[config.mk]
export PLATFORM = sky130hd
export DESIGN_NAME = config_loader_flat
export DESIGN_NICKNAME = d
export VERILOG_FILES = /design/src/rtl/config_loader_pkg.sv /design/src/rtl/config_loader_if.sv /design/src/rtl/config_loader_crc16.sv /design/src/rtl/config_loader.sv /design/src/flat_wrapper.sv
export SDC_FILE = /design/constraint.sdc
export NUM_CORES = 1
export LEC_CHECK = 0
export CAP_MARGIN = 10
export CORE_MARGIN = 2
export CORE_UTILIZATION = 59
export CTS_BUF_LIST = sky130_fd_sc_hd__clkbuf_8
export DETAILED_ROUTE_END_ITERATION = 10
export HOLD_SLACK_MARGIN = 0.12
export PLACE_DENSITY_LB_ADDON = 0.12
export REMOVE_ABC_BUFFERS = 1
export SLEW_MARGIN = 20
export SYNTH_ARGS = -nofsm -noshare
export SYNTH_HDL_FRONTEND = slang
export SYNTH_HIERARCHICAL = 1
export SYNTH_SLANG_ARGS = --single-unit
[constraint.sdc]
create_clock -name clk_i -period 3.65 [get_ports clk_i]
set_input_delay 0.73 -clock clk_i [delete_from_list [all_inputs] [get_ports clk_i]]
set_output_delay 0.73 -clock clk_i [all_outputs]
set_load 0.05 [all_outputs]
[src/rtl/config_loader_pkg.sv]
// Shared types and constants for the config_loader block.
package config_loader_pkg;

  typedef enum logic [2:0] {
    IDLE,
    CRST,
    FETCH,
    SLO,
    SHI,
    FIN
  } state_e;

  localparam int          CRST_CYCLES = 2;
  localparam logic [15:0] CRC_POLY    = 16'h1021;
  localparam logic [15:0] CRC_INIT    = 16'hFFFF;

  // One MSB-first, non-reflected CRC-16 step for a single input bit.
  function automatic logic [15:0] crc16_step(input logic [15:0] crc, input logic din);
    logic fb;
    fb = crc[15] ^ din;
    return {crc[14:0], 1'b0} ^ (fb ? CRC_POLY : 16'h0000);
  endfunction

endpackage

[src/rtl/config_loader_if.sv]
// Bitstream word handshake between the host/DMA source and the loader.
interface config_loader_if #(
  parameter int WORD = 32
);
  logic            word_valid;
  logic            word_ready;
  logic [WORD-1:0] word_data;

  modport master (output word_valid, output word_data, input word_ready);
  modport slave  (input word_valid, input word_data, output word_ready);
endinterface

[src/rtl/config_loader_crc16.sv]
// Bit-serial CRC-16 engine: one bit folded in per enabled cycle.
module config_loader_crc16
  import config_loader_pkg::*;
(
  input  logic        clk_i,
  input  logic        reset_i,
  input  logic        init_i,
  input  logic        en_i,
  input  logic        bit_i,
  output logic [15:0] crc_o
);

  logic [15:0] crc_q, crc_d;

  always_comb begin
    crc_d = crc_q;
    if (init_i) begin
      crc_d = CRC_INIT;
    end else if (en_i) begin
      crc_d = crc16_step(crc_q, bit_i);
    end
  end

  always_ff @(posedge clk_i or posedge reset_i) begin
    if (reset_i) begin
      crc_q <= CRC_INIT;
    end else begin
      crc_q <= crc_d;
    end
  end

  assign crc_o = crc_q;

endmodule

[src/rtl/config_loader.sv]
// Serial configuration loader: shifts bitstream words LSB first into a config_cell chain.
// Optional readback CRC of the displaced chain contents under CONFIG_LOADER_CRC_EN.
//
// state | meaning
// IDLE  | waiting for start
// CRST  | chain reset held for CRST_CYCLES
// FETCH | word_ready high, waiting for a bitstream word
// SLO   | config_clk low, config_in set up
// SHI   | config_clk high, chain shifts
// FIN   | load complete, done follows next cycle
module config_loader
  import config_loader_pkg::*;
#(
  parameter int WORD  = 32,
  parameter int LEN_W = 16
) (
  input  logic             clk_i,
  input  logic             reset_i,
  input  logic             start_i,
  input  logic             abort_i,
  input  logic [LEN_W-1:0] chain_len_i,
  config_loader_if.slave   word_if,
  output logic             config_clk_o,
  output logic             config_reset_o,
  output logic             config_in_o,
  input  logic             config_out_i,
  output logic             busy_o,
`ifdef CONFIG_LOADER_CRC_EN
  output logic [15:0]      readback_crc_o,
`endif
  output logic             done_o
);

  localparam int IDX_W = (WORD > 1) ? $clog2(WORD) : 1;

  state_e           state_q, state_d;
  logic [LEN_W-1:0] rem_bits_q, rem_bits_d;
  logic [IDX_W-1:0] bit_idx_q, bit_idx_d;
  logic [WORD-1:0]  shreg_q, shreg_d;
  logic [1:0]       crst_cnt_q, crst_cnt_d;
  logic             cfg_in_q, cfg_in_d;
  logic             cfg_clk_q, cfg_clk_d;
  logic             cfg_rst_q, cfg_rst_d;
  logic             busy_q, busy_d;
  logic             done_q, done_d;

  always_comb begin
    state_d    = state_q;
    rem_bits_d = rem_bits_q;
    bit_idx_d  = bit_idx_q;
    shreg_d    = shreg_q;
    crst_cnt_d = crst_cnt_q;
    cfg_in_d   = cfg_in_q;

    if (abort_i) begin
      state_d = IDLE;
    end else begin
      unique case (state_q)
        IDLE: begin
          if (start_i) begin
            rem_bits_d = chain_len_i;
            crst_cnt_d = '0;
            state_d    = (chain_len_i == '0) ? FIN : CRST;
          end
        end
        CRST: begin
          if (crst_cnt_q == 2'(CRST_CYCLES - 1)) begin
            state_d = FETCH;
          end else begin
            crst_cnt_d = crst_cnt_q + 2'd1;
          end
        end
        FETCH: begin
          if (word_if.word_valid) begin
            shreg_d   = word_if.word_data;
            bit_idx_d = '0;
            cfg_in_d  = word_if.word_data[0];
            state_d   = SLO;
          end
        end
        SLO: begin
          state_d = SHI;
        end
        SHI: begin
          rem_bits_d = rem_bits_q - LEN_W'(1);
          shreg_d    = shreg_q >> 1;
          bit_idx_d  = bit_idx_q + IDX_W'(1);
          if (rem_bits_q == LEN_W'(1)) begin
            state_d = FIN;
          end else if (bit_idx_q == IDX_W'(WORD - 1)) begin
            state_d = FETCH;
          end else begin
            // next bit is presented while config_clk is low
            cfg_in_d = shreg_q[1];
            state_d  = SLO;
          end
        end
        FIN: begin
          state_d = IDLE;
        end
        default: begin
          state_d = IDLE;
        end
      endcase
    end

    cfg_clk_d = (state_d == SHI);
    cfg_rst_d = (state_d == CRST);
    busy_d    = (state_d != IDLE);
    done_d    = (state_q == FIN) && !abort_i;
  end

  always_ff @(posedge clk_i or posedge reset_i) begin
    if (reset_i) begin
      state_q    <= IDLE;
      rem_bits_q <= '0;
      bit_idx_q  <= '0;
      shreg_q    <= '0;
      crst_cnt_q <= '0;
      cfg_in_q   <= 1'b0;
      cfg_clk_q  <= 1'b0;
      cfg_rst_q  <= 1'b0;
      busy_q     <= 1'b0;
      done_q     <= 1'b0;
    end else begin
      state_q    <= state_d;
      rem_bits_q <= rem_bits_d;
      bit_idx_q  <= bit_idx_d;
      shreg_q    <= shreg_d;
      crst_cnt_q <= crst_cnt_d;
      cfg_in_q   <= cfg_in_d;
      cfg_clk_q  <= cfg_clk_d;
      cfg_rst_q  <= cfg_rst_d;
      busy_q     <= busy_d;
      done_q     <= done_d;
    end
  end

  assign word_if.word_ready = (state_q == FETCH) && !abort_i;
  assign config_clk_o       = cfg_clk_q;
  assign config_reset_o     = cfg_rst_q;
  assign config_in_o        = cfg_in_q;
  assign busy_o             = busy_q;
  assign done_o             = done_q;

`ifdef CONFIG_LOADER_CRC_EN
  logic crc_init;
  assign crc_init = (state_q == IDLE) && start_i && !abort_i;

  config_loader_crc16 u_crc (
    .clk_i   (clk_i),
    .reset_i (reset_i),
    .init_i  (crc_init),
    .en_i    (state_q == SLO),
    .bit_i   (config_out_i),
    .crc_o   (readback_crc_o)
  );
`else
  logic unused_config_out;
  assign unused_config_out = config_out_i;
`endif

endmodule

[src/flat_wrapper.sv]
// flat-port wrapper written by rule: the top's interface ports become plain ports
module config_loader_flat import config_loader_pkg::*;
#(
  parameter int WORD  = 32,
  parameter int LEN_W = 16
)
  (clk_i, reset_i, start_i, abort_i, chain_len_i, config_clk_o, config_reset_o, config_in_o, config_out_i, busy_o, done_o, word_if_word_valid, word_if_word_data, word_if_word_ready);
  config_loader_if #(.WORD(WORD)) word_if_i ();
  input  logic clk_i;
  input  logic reset_i;
  input  logic start_i;
  input  logic abort_i;
  input  logic [LEN_W-1:0] chain_len_i;
  output logic config_clk_o;
  output logic config_reset_o;
  output logic config_in_o;
  input  logic config_out_i;
  output logic busy_o;
  output logic done_o;
  input wire logic [$bits(word_if_i.word_valid)-1:0] word_if_word_valid;
  input wire logic [$bits(word_if_i.word_data)-1:0] word_if_word_data;
  output wire logic [$bits(word_if_i.word_ready)-1:0] word_if_word_ready;
  assign word_if_i.word_valid = word_if_word_valid;
  assign word_if_i.word_data = word_if_word_data;
  assign word_if_word_ready = word_if_i.word_ready;
  config_loader #(.WORD(WORD), .LEN_W(LEN_W)) u_core (.clk_i(clk_i), .reset_i(reset_i), .start_i(start_i), .abort_i(abort_i), .chain_len_i(chain_len_i), .word_if(word_if_i), .config_clk_o(config_clk_o), .config_reset_o(config_reset_o), .config_in_o(config_in_o), .config_out_i(config_out_i), .busy_o(busy_o), .done_o(done_o));
endmodule
== Word-level counts from Yosys, hierarchy flattened ==
Index checks and enable logic that the tools add are counted.
W data, S select, Z words.

* Bits in registers: 63
* Bits in latches: 0
* Memory bits (writable): 0
* Memory bits (read-only): 0
* Input bits: 54
* Output and inout port bits: 6
* Word-level logic and storage cells: 63
* Memories kept: 0

* Add/sub/neg operators: 3
* $mul: 0
* Div/mod/pow operators: 0
* Magnitude comparators: 0
* Equal/unequal tests: 15
* Shift operators: 0
* Mux-type cells: 21
* Bitwise operators: 1
* Reduce and logical (&&, ||, !) cells: 13

{| class="wikitable"
|+ Operators with widths
! kind !! count
|-
| $pmux W32 S2 || 1
|-
| $mux W32 || 1
|-
| $pmux W16 S2 || 1
|-
| $mux W3 || 6
|-
| $eq A16 B1 Y1 const B || 1
|-
| $logic_not A16 Y1 || 1
|-
| $mux W16 || 1
|-
| $sub A16 B1 Y16 const B || 1
|-
| $pmux W3 S5 || 1
|-
| $ne A2 B2 Y1 const B || 5
|-
| $pmux W5 S2 || 1
|-
| $eq A3 B3 Y1 const B || 3
|-
| $eq A3 B1 Y1 const B || 2
|-
| $eq A3 B2 Y1 const B || 2
|-
| $reduce_and A3 Y1 || 2
|-
| $reduce_bool A2 Y1 || 3
|-
| $add A5 B1 Y5 const B || 1
|-
| $eq A5 B5 Y1 const B || 1
|-
| $mux W5 || 1
|-
| $reduce_and A5 Y1 || 1
|-
| $mux W1 || 4
|-
| $mux W2 || 2
|-
| $pmux W2 S2 || 1
|-
| $reduce_and A4 Y1 || 1
|-
| other kinds (8) || 9
|}

== Logic depth before layout (Yosys ltp) ==
* Depth in word-level cells: 6
* Gate-level depth with buffers: 7
* Depth with buffers taken out: 7

== Least setup slack after synthesis ==
OpenSTA, ideal clock, no wires.

* Kind: input -> output
* Start point: input abort_i
* End point: output word_if_word_ready
* Data arrival time: 2.007 ns
* Required time: 2.920 ns
* Path slack: 0.913 ns
* Stages on the path: 2
* Path buffers: 1
* Cell sequence: clkbuf_1 > nor3_1

* Cells in the longest elaborated chain, start to end: 2

{| class="wikitable"
|+ RTL lines
! element !! line !! text
|-
| from (decl) || flat_wrapper.sv:12 || <nowiki>input logic abort_i;</nowiki>
|-
| $logic_not A1 Y1 || config_loader.sv:139 || <nowiki>assign word_if.word_ready = (state_q == FETCH) && !abort_i;</nowiki>
|-
| $logic_and A1 B1 Y1 || config_loader.sv:139 ||
|-
| to (decl) || flat_wrapper.sv:22 || <nowiki>output wire logic [$bits(word_if_i.word_ready)-1:0] word_if_word_ready;</nowiki>
|}

Every way passes these cells.

== Final worst setup path ==
* Start point: register u_core.state_q[0]
* End point: output word_if_word_ready

* Cells in the longest elaborated chain, start to end: 2

{| class="wikitable"
|+ RTL lines
! element !! line !! text
|-
| from (decl) || config_loader.sv:36 || <nowiki>state_e state_q, state_d;</nowiki>
|-
| from (signal assigned) || config_loader.sv:126 || <nowiki>state_q <= state_d;</nowiki>
|-
| $eq A3 B2 Y1 || config_loader.sv:139 ||
|-
| $logic_and A1 B1 Y1 || config_loader.sv:139 ||
|}

Every way passes these cells.

==> reports/qor.txt <==
Setup slack at placement - 0.766 ns
Overall global routing resource usage - 25.9%
Synthesis-stage register bit count - 62
Number of antenna violations at the first check in global routing - 0
Layout cell share with drive strength beyond 1 - 8.09%
Portion of the clock cycle consumed by the worst path in the final layout - 79.7%
RSZ-0062 raised after global routing - no
Switching power summed over all nets - 852 uW
Dominant combinational cell family by area after synthesis - simple AND/OR/NAND/NOR gates
Main flop type after synthesis - dfrtp_1
Hold path cells - 1
1st-iter DRT viols - 257
Share of cell area taken by muxes after synthesis - 0.341%
Number of H-tree branching levels - 3
Clock share of power - 28.0%
Number of different library cells in the post-synthesis netlist - 48
Pin count of the biggest net entering global routing - 51
Top-Level Pins - 60
Share of the synthesized area in compound gates (AO/OA/AOI/OAI) - 20.8%
Destination of the worst register-to-register timing path - u_core/config_in_o$_DFFE_PP0P_
Starting density of the core - 60.7%
Post-CTS setup buffer count - 0
Worst hold margin - 0.512 ns
Maximum root-to-sink buffer count - 2
Relative contribution of combinational cells to total power - 26.1%
Critical path startpoint category - flop
Worst-case reg-to-reg path depth - 4
Post-cts gate resize count - 0
Core region area - 0.00544 mm2
Post-synth EDFFs - 0
Number of buffer cells added on primary ports - 58
Number of antenna diodes - 0
Class of the most critical hold timing path - flop to flop
Crit path arrival time - 2.18 ns
XOR/XNOR Fraction of Synth Area - 0%
Final setup slack of the worst path - 0.739 ns
CP Capture Type - output port
Async set or reset register ratio after synthesis - 100%
Fraction of synthesized cell area taken by the top area cell type - 47.0%
Per-instance average area after synthesis - 8.44 um2
Total number of placement rows - 27
Post-detailed-routing wire length - 7510 um
Maximum capacitance violations - 0
Die W - 78.8 um
Final global-route overflow total - 0
Root Buffer Master - clkbuf_8
Finish-stage setup viols - 0
Total leakage power - 0.00170 uW
Worst IR drop on VDD - 0.428 mV
Area contributors post-synth - dfrtp_1 (47%), nand2_1 (9.0%), a31oi_1 (6.4%)
Die Span Y - 78.8 um
Post-route antenna net violation count - 0
Switching share of total power - 32.8%
Startpoint-to-endpoint class of the critical path - flop to output port
Pwr per Cell Area - 622 mW/mm2
Netlist area before placement - 0.00330 mm2
Hold Startpoint - u_core/config_in_o$_DFFE_PP0P_
Count of clock tree sinks - 62
Max-slew violations - 0
Detailed-route DRC error count - 0
First-pass GRT wire length - 12700 um
Number of hold violations in the final report - 0
Clock slew at the register clock pins of the worst setup and hold paths - 0.07 ns
Sequential area share after synthesis - 47.0%
Count of yosys warnings during synthesis - 6
Min-Delay Endpoint - u_core/config_in_o$_DFFE_PP0P_
Vias in the first global route - 2776
Highest-count cells in the layout ignoring fill and taps - nand2_1 (79), dfrtp_1 (62), clkdlybuf4s50_1 (58), nor2_1 (50), a31oi_1 (34)
CTS hold repair buffers - 0
Final weighted congestion in routability-driven placement - 0.860
Worst max-slew margin expressed relative to the limit - 44.9%
Later-pin clock latency in the skew report - 0.34 ns
Area overhead of the layout relative to synthesis - 26.6%
Iteration count of the initial detailed-routing pass - 5
Fill cell instance count of the final layout - 403
Critical path fanouts, max - 16
Register share of total power - 45.9%
Post-synth top area cell - dfrtp_1
Most common cell after layout, fill and taps aside - nand2_1
Nets - 499
Total number of vias - 3020
Area taken by multi-input logic gates - 0.00163 mm2
Highest clock rate - 344 MHz
Run status - completed
Die Footprint - 0.00621 mm2
Internal cell power - 1750 uW
Routed WL per cell - 14.5 um
Adder-Cell Fraction of Synth Area - 1.89%
Required time at the worst-slack endpoint - 2.92 ns
Cells after Synth - 391
Min Tclk post-route - 2.91 ns
CTS tree - done
Synth Area in Simple Gates - 25.5%
Flip-flop and latch area - 0.00155 mm2
Inserted Clock Buffers - 9
Number of vias per cell - 5.84
Estimated wirelength of the detail-placed design - 5020 um
Slew at the pin with the worst max-slew slack - 0.820 ns
Clk_skew - 0.00627 ns
Launching point of the worst reg2reg path - u_core/state_q[2]$_DFF_PP0_
Reg2Reg Setup Slack - 1.30 ns
[cell usage after synthesis, types with 5 or more instances]
cell type / count
clkbuf_1: 21
nor2_1: 50
nor3_1: 7
inv_1: 9
o21ai_0: 15
a31oi_1: 34
dfrtp_1: 62
nand2_1: 79
nand2b_1: 6
buf_2: 6
nand3_1: 5
nor4_1: 10
ha_1: 5
a21oi_1: 14
[through the flow]
step | cell area, um2 | power (uW) | TNS (ns) | utilization [%] | std cells
after global placement | 3940 | 1840 | 0 | 72.5 | 501
after detailed placement | 3940 | 1880 | 0 | 72.5 | 501
after global routing | 4180 | 2770 | 0 | 76.9 | 517
final | 4180 | 2600 | 0 | 76.9 | 517
after floorplan | 3190 | 1640 | -48.58 | - | 363
after CTS | 4180 | 2610 | 0 | 76.9 | 517
[final cells by class]
type                    count  share of cell area, %
inverters                   9                  0.808
flip-flops and latches     62                   37.1
clock buffers               9                   2.96
well taps                  72                   2.16
clock inverters             7                   2.69
repair buffers             66                   15.3
multi-input cells         292                   38.9
[per-layer routing]
layer	part of all wire (%)	vias up	track usage, %
met5	0	-	0
met4	2.3	0	12.4
met3	4.8	16	5.11
met2	47	87	40.1
met1	46	1426	35.3
li1	-	1491	-
[worst max-delay path, cell delays in order, from the launching register on]
cell             delay [ns]
dfrtp_1                0.57
nand2b_1               0.28
nor3_1                 0.16
clkdlybuf4s50_1        0.83
[state kept, by name, summed over array words and instances (netlist names), 2 cells and up]
signal             cells
u_core/shreg_q        31
u_core/rem_bits_q     16
u_core/bit_idx_q       5
u_core/crst_cnt_q      2
u_core/state_q         3
[worst max path at each step]
| stage | start | to | cells past startpoint |
|---|---|---|---|
| detailed placement | abort_i | word_if_word_ready | 3 |
| global route | u_core/state_q[0]$_DFF_PP0_ | word_if_word_ready | 3 |
| CTS | u_core/state_q[0]$_DFF_PP0_ | word_if_word_ready | 3 |
| floorplan | u_core/state_q[2]$_DFF_PP0_ | u_core/config_in_o$_DFFE_PP0P_ | 4 |
| global placement | abort_i | word_if_word_ready | 3 |
| finish | u_core/state_q[0]$_DFF_PP0_ | word_if_word_ready | 3 |
[logic make-up after synthesis]
| family | count (synthesis) |
|---|---|
| buffers and inverters | 37 |
| multiplexers | 1 |
| adder cells (fa/ha/maj) | 5 |
| flip-flops | 62 |
| AND/OR/NAND/NOR | 183 |
| AO/OA/AOI/OAI | 103 |
[power groups by stage]
stage | clock, uW | sequential (uW) | combinational (uW)
3_5_place_dp | 0 | 1200 | 679
6_report | 727 | 1190 | 678
2_1_floorplan | 0 | 1180 | 460
5_1_grt | 762 | 1240 | 769
3_3_place_gp | 0 | 1190 | 649
4_1_cts | 737 | 1190 | 683
(Power assumes the default switching activity.)
